$ cat config.mk
export PLATFORM = sky130hd
export DESIGN_NAME = cm811_ram_check_sched_flat
export DESIGN_NICKNAME = d
export VERILOG_FILES = /design/src/rtl/cm811_ram_check_sched_if.sv /design/src/rtl/cm811_ram_check_sched.sv /design/src/flat_wrapper.sv
export SDC_FILE = /design/constraint.sdc
export NUM_CORES = 1
export LEC_CHECK = 0
export ABC_AREA = 1
export ABC_CLOCK_PERIOD_IN_PS = 4700
export CAP_MARGIN = 20
export CORE_ASPECT_RATIO = 0.8
export CORE_UTILIZATION = 48
export DETAILED_ROUTE_END_ITERATION = 6
export PLACE_DENSITY = 0.87
export RECOVER_POWER = 25
export SYNTH_ARGS = -nofsm -noshare
export SYNTH_HDL_FRONTEND = slang
export SYNTH_SLANG_ARGS = --single-unit
$ cat constraint.sdc
create_clock -name sys_clk -period 4.7 [get_ports sys_clk]
set_input_delay 1.41 -clock sys_clk [delete_from_list [all_inputs] [get_ports sys_clk]]
set_output_delay 1.41 -clock sys_clk [all_outputs]
set_load 0.05 [all_outputs]
$ cat src/rtl/cm811_ram_check_sched_if.sv
// Signal bundle between the CM811 init sequencer / RAM checkers and the RAM check scheduler.
// master: scheduler side; slave: sequencer plus checker side.
interface cm811_ram_check_sched_if #(
    parameter int NUM_CH = 16
);
    logic              start;
    logic              abort;
    logic [NUM_CH-1:0] chan_en_mask;
    logic              busy;
    logic              run_done;
    logic              run_error;
    logic [NUM_CH-1:0] err_mask;
    logic [NUM_CH-1:0] timeout_mask;
    logic [3:0]        cur_ch;
    logic [NUM_CH-1:0] init_check_en;
    logic [NUM_CH-1:0] init_check_done;
    logic [NUM_CH-1:0] init_check_error;

    modport master (
        input  start,
        input  abort,
        input  chan_en_mask,
        input  init_check_done,
        input  init_check_error,
        output busy,
        output run_done,
        output run_error,
        output err_mask,
        output timeout_mask,
        output cur_ch,
        output init_check_en
    );

    modport slave (
        output start,
        output abort,
        output chan_en_mask,
        output init_check_done,
        output init_check_error,
        input  busy,
        input  run_done,
        input  run_error,
        input  err_mask,
        input  timeout_mask,
        input  cur_ch,
        input  init_check_en
    );
endinterface

$ cat src/rtl/cm811_ram_check_sched.sv
// Launches the CM811 RAM self-check engines one at a time and collects error/timeout masks.
// Define CM811_RAM_CHECK_TIMEOUT_EN to build the per-channel WAIT timeout counter.
module cm811_ram_check_sched #(
    parameter int NUM_CH      = 16,
    parameter int TIMEOUT_CYC = 65535
) (
    input  logic                    sys_clk,
    input  logic                    glbl_rst_n,
    cm811_ram_check_sched_if.master bus
);

    typedef enum logic [2:0] {
        S_IDLE,
        S_LAUNCH,
        S_WAIT,
        S_NEXT,
        S_FINISH
    } state_t;

    localparam logic [3:0] LAST_CH = 4'(NUM_CH - 1);

    if (NUM_CH < 2 || NUM_CH > 16 || TIMEOUT_CYC < 1 || TIMEOUT_CYC > 65535) begin : g_bad_cfg
        $error("cm811_ram_check_sched: NUM_CH must be 2..16 and TIMEOUT_CYC 1..65535");
    end

    state_t            state_q, state_d;
    logic [3:0]        cur_ch_q, cur_ch_d;
    logic [NUM_CH-1:0] en_mask_q, en_mask_d;
    logic [NUM_CH-1:0] err_q, err_d;
    logic [NUM_CH-1:0] to_q, to_d;

    logic [NUM_CH-1:0] ch_sel;
    logic              ch_enabled;
    logic              ch_done;
    logic              ch_error;
    logic              ch_timeout;

    // Only the current channel's enable/done/error bit is ever looked at.
    always_comb begin
        ch_sel     = {{(NUM_CH-1){1'b0}}, 1'b1} << cur_ch_q;
        ch_enabled = |(en_mask_q & ch_sel);
        ch_done    = |(bus.init_check_done & ch_sel);
        ch_error   = |(bus.init_check_error & ch_sel);
    end

`ifdef CM811_RAM_CHECK_TIMEOUT_EN
    logic [15:0] tmo_cnt_q;

    always_ff @(posedge sys_clk or negedge glbl_rst_n) begin
        if (!glbl_rst_n) begin
            tmo_cnt_q <= '0;
        end else if (state_q == S_LAUNCH) begin
            tmo_cnt_q <= '0;
        end else if (state_q == S_WAIT) begin
            tmo_cnt_q <= tmo_cnt_q + 16'd1;
        end
    end

    always_comb ch_timeout = (tmo_cnt_q == 16'(TIMEOUT_CYC - 1));
`else
    always_comb ch_timeout = 1'b0;
`endif

    always_ff @(posedge sys_clk or negedge glbl_rst_n) begin
        if (!glbl_rst_n) begin
            state_q   <= S_IDLE;
            cur_ch_q  <= '0;
            en_mask_q <= '0;
            err_q     <= '0;
            to_q      <= '0;
        end else begin
            state_q   <= state_d;
            cur_ch_q  <= cur_ch_d;
            en_mask_q <= en_mask_d;
            err_q     <= err_d;
            to_q      <= to_d;
        end
    end

    always_comb begin
        state_d           = state_q;
        cur_ch_d          = cur_ch_q;
        en_mask_d         = en_mask_q;
        err_d             = err_q;
        to_d              = to_q;
        bus.init_check_en = '0;
        bus.run_done      = 1'b0;
        bus.run_error     = 1'b0;

        unique case (state_q)
            S_IDLE: begin
                if (bus.start) begin
                    en_mask_d = bus.chan_en_mask;
                    err_d     = '0;
                    to_d      = '0;
                    cur_ch_d  = '0;
                    state_d   = S_LAUNCH;
                end
            end
            S_LAUNCH: begin
                if (ch_enabled) begin
                    bus.init_check_en = ch_sel;
                    state_d           = S_WAIT;
                end else begin
                    state_d = S_NEXT;
                end
            end
            S_WAIT: begin
                // A response in the last counted cycle still beats the timeout.
                if (ch_error) begin
                    err_d   = err_q | ch_sel;
                    state_d = S_NEXT;
                end else if (ch_done) begin
                    state_d = S_NEXT;
                end else if (ch_timeout) begin
                    err_d   = err_q | ch_sel;
                    to_d    = to_q | ch_sel;
                    state_d = S_NEXT;
                end
            end
            S_NEXT: begin
                if (cur_ch_q == LAST_CH) begin
                    state_d = S_FINISH;
                end else begin
                    cur_ch_d = cur_ch_q + 4'd1;
                    state_d  = S_LAUNCH;
                end
            end
            S_FINISH: begin
                bus.run_done  = 1'b1;
                bus.run_error = |err_q;
                state_d       = S_IDLE;
            end
            default: begin
                state_d = S_IDLE;
            end
        endcase

        // Abort overrides everything, including a response arriving in the same cycle.
        if (bus.abort && (state_q != S_IDLE)) begin
            state_d           = S_IDLE;
            cur_ch_d          = cur_ch_q;
            en_mask_d         = en_mask_q;
            err_d             = err_q;
            to_d              = to_q;
            bus.init_check_en = '0;
            bus.run_done      = 1'b0;
            bus.run_error     = 1'b0;
        end
    end

    always_comb begin
        bus.busy         = (state_q != S_IDLE);
        bus.cur_ch       = cur_ch_q;
        bus.err_mask     = err_q;
        bus.timeout_mask = to_q;
    end

    a_launch_onehot: assert property (@(posedge sys_clk) disable iff (!glbl_rst_n)
        $onehot0(bus.init_check_en));
    a_error_with_done: assert property (@(posedge sys_clk) disable iff (!glbl_rst_n)
        bus.run_error |-> bus.run_done);

endmodule

$ cat src/flat_wrapper.sv
// flat-port wrapper written by rule: the top's interface ports become plain ports
module cm811_ram_check_sched_flat 
#(
    parameter int NUM_CH      = 16,
    parameter int TIMEOUT_CYC = 65535
)
  (sys_clk, glbl_rst_n, bus_start, bus_abort, bus_chan_en_mask, bus_init_check_done, bus_init_check_error, bus_busy, bus_run_done, bus_run_error, bus_err_mask, bus_timeout_mask, bus_cur_ch, bus_init_check_en);
  cm811_ram_check_sched_if #(.NUM_CH(NUM_CH)) bus_i ();
  input  logic sys_clk;
  input  logic glbl_rst_n;
  input wire logic [$bits(bus_i.start)-1:0] bus_start;
  input wire logic [$bits(bus_i.abort)-1:0] bus_abort;
  input wire logic [$bits(bus_i.chan_en_mask)-1:0] bus_chan_en_mask;
  input wire logic [$bits(bus_i.init_check_done)-1:0] bus_init_check_done;
  input wire logic [$bits(bus_i.init_check_error)-1:0] bus_init_check_error;
  output wire logic [$bits(bus_i.busy)-1:0] bus_busy;
  output wire logic [$bits(bus_i.run_done)-1:0] bus_run_done;
  output wire logic [$bits(bus_i.run_error)-1:0] bus_run_error;
  output wire logic [$bits(bus_i.err_mask)-1:0] bus_err_mask;
  output wire logic [$bits(bus_i.timeout_mask)-1:0] bus_timeout_mask;
  output wire logic [$bits(bus_i.cur_ch)-1:0] bus_cur_ch;
  output wire logic [$bits(bus_i.init_check_en)-1:0] bus_init_check_en;
  assign bus_i.start = bus_start;
  assign bus_i.abort = bus_abort;
  assign bus_i.chan_en_mask = bus_chan_en_mask;
  assign bus_i.init_check_done = bus_init_check_done;
  assign bus_i.init_check_error = bus_init_check_error;
  assign bus_busy = bus_i.busy;
  assign bus_run_done = bus_i.run_done;
  assign bus_run_error = bus_i.run_error;
  assign bus_err_mask = bus_i.err_mask;
  assign bus_timeout_mask = bus_i.timeout_mask;
  assign bus_cur_ch = bus_i.cur_ch;
  assign bus_init_check_en = bus_i.init_check_en;
  cm811_ram_check_sched #(.NUM_CH(NUM_CH), .TIMEOUT_CYC(TIMEOUT_CYC)) u_core (.sys_clk(sys_clk), .glbl_rst_n(glbl_rst_n), .bus(bus_i));
endmodule
Word level (Yosys, flattened, before mapping):

Index checks and enable logic that the tools add are counted.

* register bits: 39
* input bits: 52

* eq/ne operators: 10
* add/subtract/negate cells: 1
* mux-type cells: 20
* shift operators: 1
* reduce and logical (&&, ||, !) cells: 13
* bitwise logic cells: 5

Operators with widths (count)
* 16-bit two-way mux: 5
* 16-bit OR reduction: 4
* 16-bit AND: 3
* 16-bit one-hot mux with 2 select lines: 1
* 16-bit OR: 1
* 1-bit by 4-bit << shifter with 16-bit output (first input constant): 1
* 3-bit two-way mux: 5
* 3-bit one-hot mux with 4 select lines: 1
* 4-bit two-way mux: 2
* 4-bit one-hot mux with 2 select lines: 1
* 4-bit AND reduction: 2
* 3-bit by 2-bit equality test with 1-bit output (second input constant): 2
* 1-bit two-way mux: 5
* 4-bit by 1-bit adder with 4-bit output (second input constant): 1
* 4-bit equality test (second input constant): 1
* 2-bit inequality test (second input constant): 2
* 4-bit by 1-bit inequality test with 1-bit output (second input constant): 1
* 2-bit nonzero test: 2
* 3-bit by 1-bit equality test with 1-bit output (second input constant): 1
* 3-bit equality test (second input constant): 1
* 3-bit logical NOT: 1
* 3-bit by 2-bit inequality test with 1-bit output (second input constant): 1
* 3-bit AND reduction: 1
* 3-bit nonzero test: 1
* 4 further kinds: 4

Longest topological paths before layout:

* depth after elaboration: 7
* mapped depth: 15
* gate-level depth less buffers: 13

Worst setup path after synthesis:

OpenSTA, ideal clock, no wires.

* path type: in2out
* from: in bus_abort
* to: out bus_run_error
* required time: 3.290 ns
* buffers on the path: 0
* path slack: -0.283 ns
* stages: 2
* arrival time: 3.573 ns
* cell sequence: nor4_1 -> o31a_1

* cells in the longest elaborated chain, start to end: 2

Ends and longest elaborated chain
* start: declaration: line flat_wrapper.sv:12 `input wire logic [$bits(bus_i.abort)-1:0] bus_abort;`
* 1-bit logical AND: line cm811_ram_check_sched.sv:140 `if (bus.abort && (state_q != S_IDLE)) begin`
* 1-bit two-way mux: line cm811_ram_check_sched.sv:140
* end: declaration: line flat_wrapper.sv:18 `output wire logic [$bits(bus_i.run_error)-1:0] bus_run_error;`

Every way passes these cells.

Worst setup path in the final report:

* from: in bus_abort
* to: out bus_init_check_en[0]

* cells in the longest elaborated chain, start to end: 2

Ends and longest elaborated chain
* 1-bit logical AND: line cm811_ram_check_sched.sv:140
* 16-bit two-way mux: line cm811_ram_check_sched.sv:140
* end: declaration: line flat_wrapper.sv:22 `output wire logic [$bits(bus_i.init_check_en)-1:0] bus_init_check_en;`

Every way passes these cells.

==> results.md <==
* CTS sink cnt at 39
* Register Area at 975.9 um2
* Reg power frac at 32.5%
* Crit Path Max Fanout at 11
* Antenna-violating nets left at 0
* Main area contributors after synthesis: dfrtp_1 35%, nand2_1 15%, nand3_1 7.6%, nand4_1 6.6%, inv_1 5.6%
* Syn Inst Count at 409
* Via count at 3080
* Fmax at 235.0 MHz
* Largest net degree at the start of global routing at 40
* Critical Path Sink Type: primary output
* Min cycle time layout at 4.255 ns
* Seq/Total Area, Yosys at 35.31%
* Netlist Area Pre-Place at 2764 um2
* Asr flop ratio synth at 100.0%
* Startpoint Class: input pin
* Initial Utilization at 50.30%
* Failing checks: capacitance limit, slew limit
* Cell accounting for the most synthesized area: dfrtp_1
* Slew HR at -41.05%
* Final Max Slew Viols at 40
* Setup Buffers After CTS at 0
* Switch Pwr at 0.0007215 W
* Static Leak at 1.840 nW
* Area delta synth->final at 40.24%
* Skew final at 0.004774 ns
* Max incr delay on CP at 0.50 ns
* Grt ovf at 0
* GR Util All Layers at 29.03%
* Die area at 6068 um2
* Placement Rows at 24
* Fin Setup TNS at 0 ns
* Share of layout cells above drive strength 1 at 8.607%
* Aggregate routed wire length at 8557 um
* Ys Warns at 0
* Post-CTS resize count at 0
* Io pins at 107
* Logic pwr share at 51.3%
* CP Data Arrival Time at 2.84 ns
* Multi-input logic area at 1443 um2
* RSZ-0062 raised after global routing: false
* Critical Path Slowest Stage Cell: clkdlybuf4s50_1
* Delay-heaviest family, CP: buffers and inverters
* Post-synth top area share at 35.31%
* Max VDD drop at 0.2687 mV
* Layout fillers at 450
* Initial antenna violation count at 0
* R2R Setup Slk at 2.05 ns
* Number of enable flip-flop cells after synthesis at 0
* Sw Ratio at 48.54%
* Clock power share at 16.2%
* Die Y at 69.87 um
* Vias in the first global route at 2735
* Root buf cell: clkbuf_8
* TritonCTS Buffers at 5
* Fin crit share at 90.53%
* Total power at 0.001487 W
* Non-filler cells in the finished layout at 566
* Final setup fails at 0
* Top_reg_cell synth: dfrtp_1
* DRC errors left at 0
* Antenna cells at 0
* Post-route cell area at 3876 um2
* Status: complete, but fails checks
* Placeable Area at 5495 um2
* Max_cap viols at 1
* First-pass GRT wire length at 13540 um
* CP bufs+invs at 3
* Clk slew on worst S/H paths at 0.07 ns
* CTS Hold Bufs at 0
* Post-DP Area at 3790 um2
* Count of cell types in the netlist at 25
* Crit Path Class: input pin to primary output
* Count leader, synth: nand2_1
* # H-tree levels at 2
* Post-synth top cells: 110 x nand2_1, 42 x nand3_1, 41 x inv_1, 40 x nor2_1, 39 x dfrtp_1
* TritonRoute pass-1 iters at 6
* Nets at 546
* Die width at 86.84 um
* Avg Inst Size Synth at 6.758 um2
* FF+latch count, synth at 39
* Internal at 0.0007650 W
* PD cells at 383.5 nW/um2
* CTS max path bufs at 2
* WL per Instance at 15.12 um
* Routed vias/inst at 5.442
* Worst-path cell chain: clkdlybuf4s50_1 -> nand2_1 -> inv_1 -> nor3_1 -> buf_12
* PortBufs at 90
* Clock latency on the worst-skew pair at 0.30 ns
* Req. time, crit path at 3.29 ns
* CTS tree: yes
* Worst-Margin Slew at 2.116 ns
* Drt initial violations at 333
* Placed Instances at 559
* GP Congestion at 0.9196
* Min-Delay Path Class: flop to flop
* HPWL Detailed at 6242 um
* Final Hold Fails at 0
worst reg2reg max path: stages, from the launching register on:
cell and delay [ns]:
dfrtp_1 0.44, ha_1 0.24, ha_1 0.45, inv_1 0.09
nor2_1 0.22, nand2_1 0.08, nand2_1 0.07, nor2_1 0.05
nand2_1 0.10, inv_2 0.04, nand2_2 0.27, nand2_2 0.29
nand2_1 0.15, nand2_1 0.06
worst paths after layout:
check	from	endpoint	cells past startpoint
setup / recovery	bus_abort	bus_init_check_en[0]	5
hold / removal	u_core.en_mask_q[1]	u_core.en_mask_q[1]	2
setup reg to reg	u_core.bus.cur_ch[0]	u_core.bus.err_mask[5]	13
hold reg to reg	u_core.en_mask_q[1]	u_core.en_mask_q[1]	2
max in group asynchronous	glbl_rst_n	u_core.en_mask_q[12]	1
min in group asynchronous	glbl_rst_n	u_core.en_mask_q[9]	1
flip-flops by register name (all words and copies together), names as in the netlist:
signal	flops
u_core.state_q	3
u_core.bus.err_mask	16
u_core.en_mask_q	16
u_core.bus.cur_ch	4
layout make-up:
type                       count  share of cell area, %
tap                           78                  2.518
timing repair buffer          96                  28.57
multi-input combinational    302                  37.22
clock buffer                   6                  2.130
clock inverter                 1                 0.1291
sequential                    39                  25.18
inverter                      44                  4.261
power by group through the flow:
stage	Combinational (W)	Clock, W	Sequential, W
3_5_place_dp	0.000752	0	0.000484
4_1_cts	0.000754	0.000235	0.000479
5_1_grt	0.000835	0.000251	0.000489
3_3_place_gp	0.000735	0	0.000482
6_report	0.000763	0.000240	0.000484
2_1_floorplan	0.000498	0	0.000524
through the flow:
step / utilization, % / setup WS (ns) / hold WS [ns]
2_1_floorplan: - / 0.3169 / 0.4420
3_5_place_dp: 68.97 / 0.4649 / 0.4591
3_3_place_gp: 68.97 / 0.5472 / 0.4572
6_report: 70.54 / 0.4453 / 0.4751
4_1_cts: 70.56 / 0.4606 / 0.4762
5_1_grt: 70.54 / 0.3650 / 0.4946
logic make-up after synthesis:
| family | Yosys count | synth area share, % |
|---|---|---|
| fa+ha+maj | 6 | 2.716 |
| compound gates | 30 | 6.429 |
| other cells | 1 | 0.1357 |
| flops | 39 | 35.31 |
| buf+inv | 83 | 14.76 |
| simple gates | 250 | 40.65 |
routing by layer:
metal / part of all wire [%] / up-vias / track usage, %
li1: - / 1460 / -
met1: 42 / 1414 / 41.06
met2: 47 / 186 / 45.14
met3: 9.4 / 20 / 5.792
met4: 1.7 / 0 / 8.148
met5: 0 / - / 0
cell usage in the layout (no fill, tap or decap), types with 15 or more instances in the layout:
cell,instances
nand2_1,110
clkdlybuf4s50_1,71
nand3_1,42
inv_1,41
nor2_1,40
dfrtp_1,39
nand4_1,29
nor3_1,20
buf_12,17
conb_1,16
a21oi_1,15
Note: power is estimated with default switching activity, not from simulation.
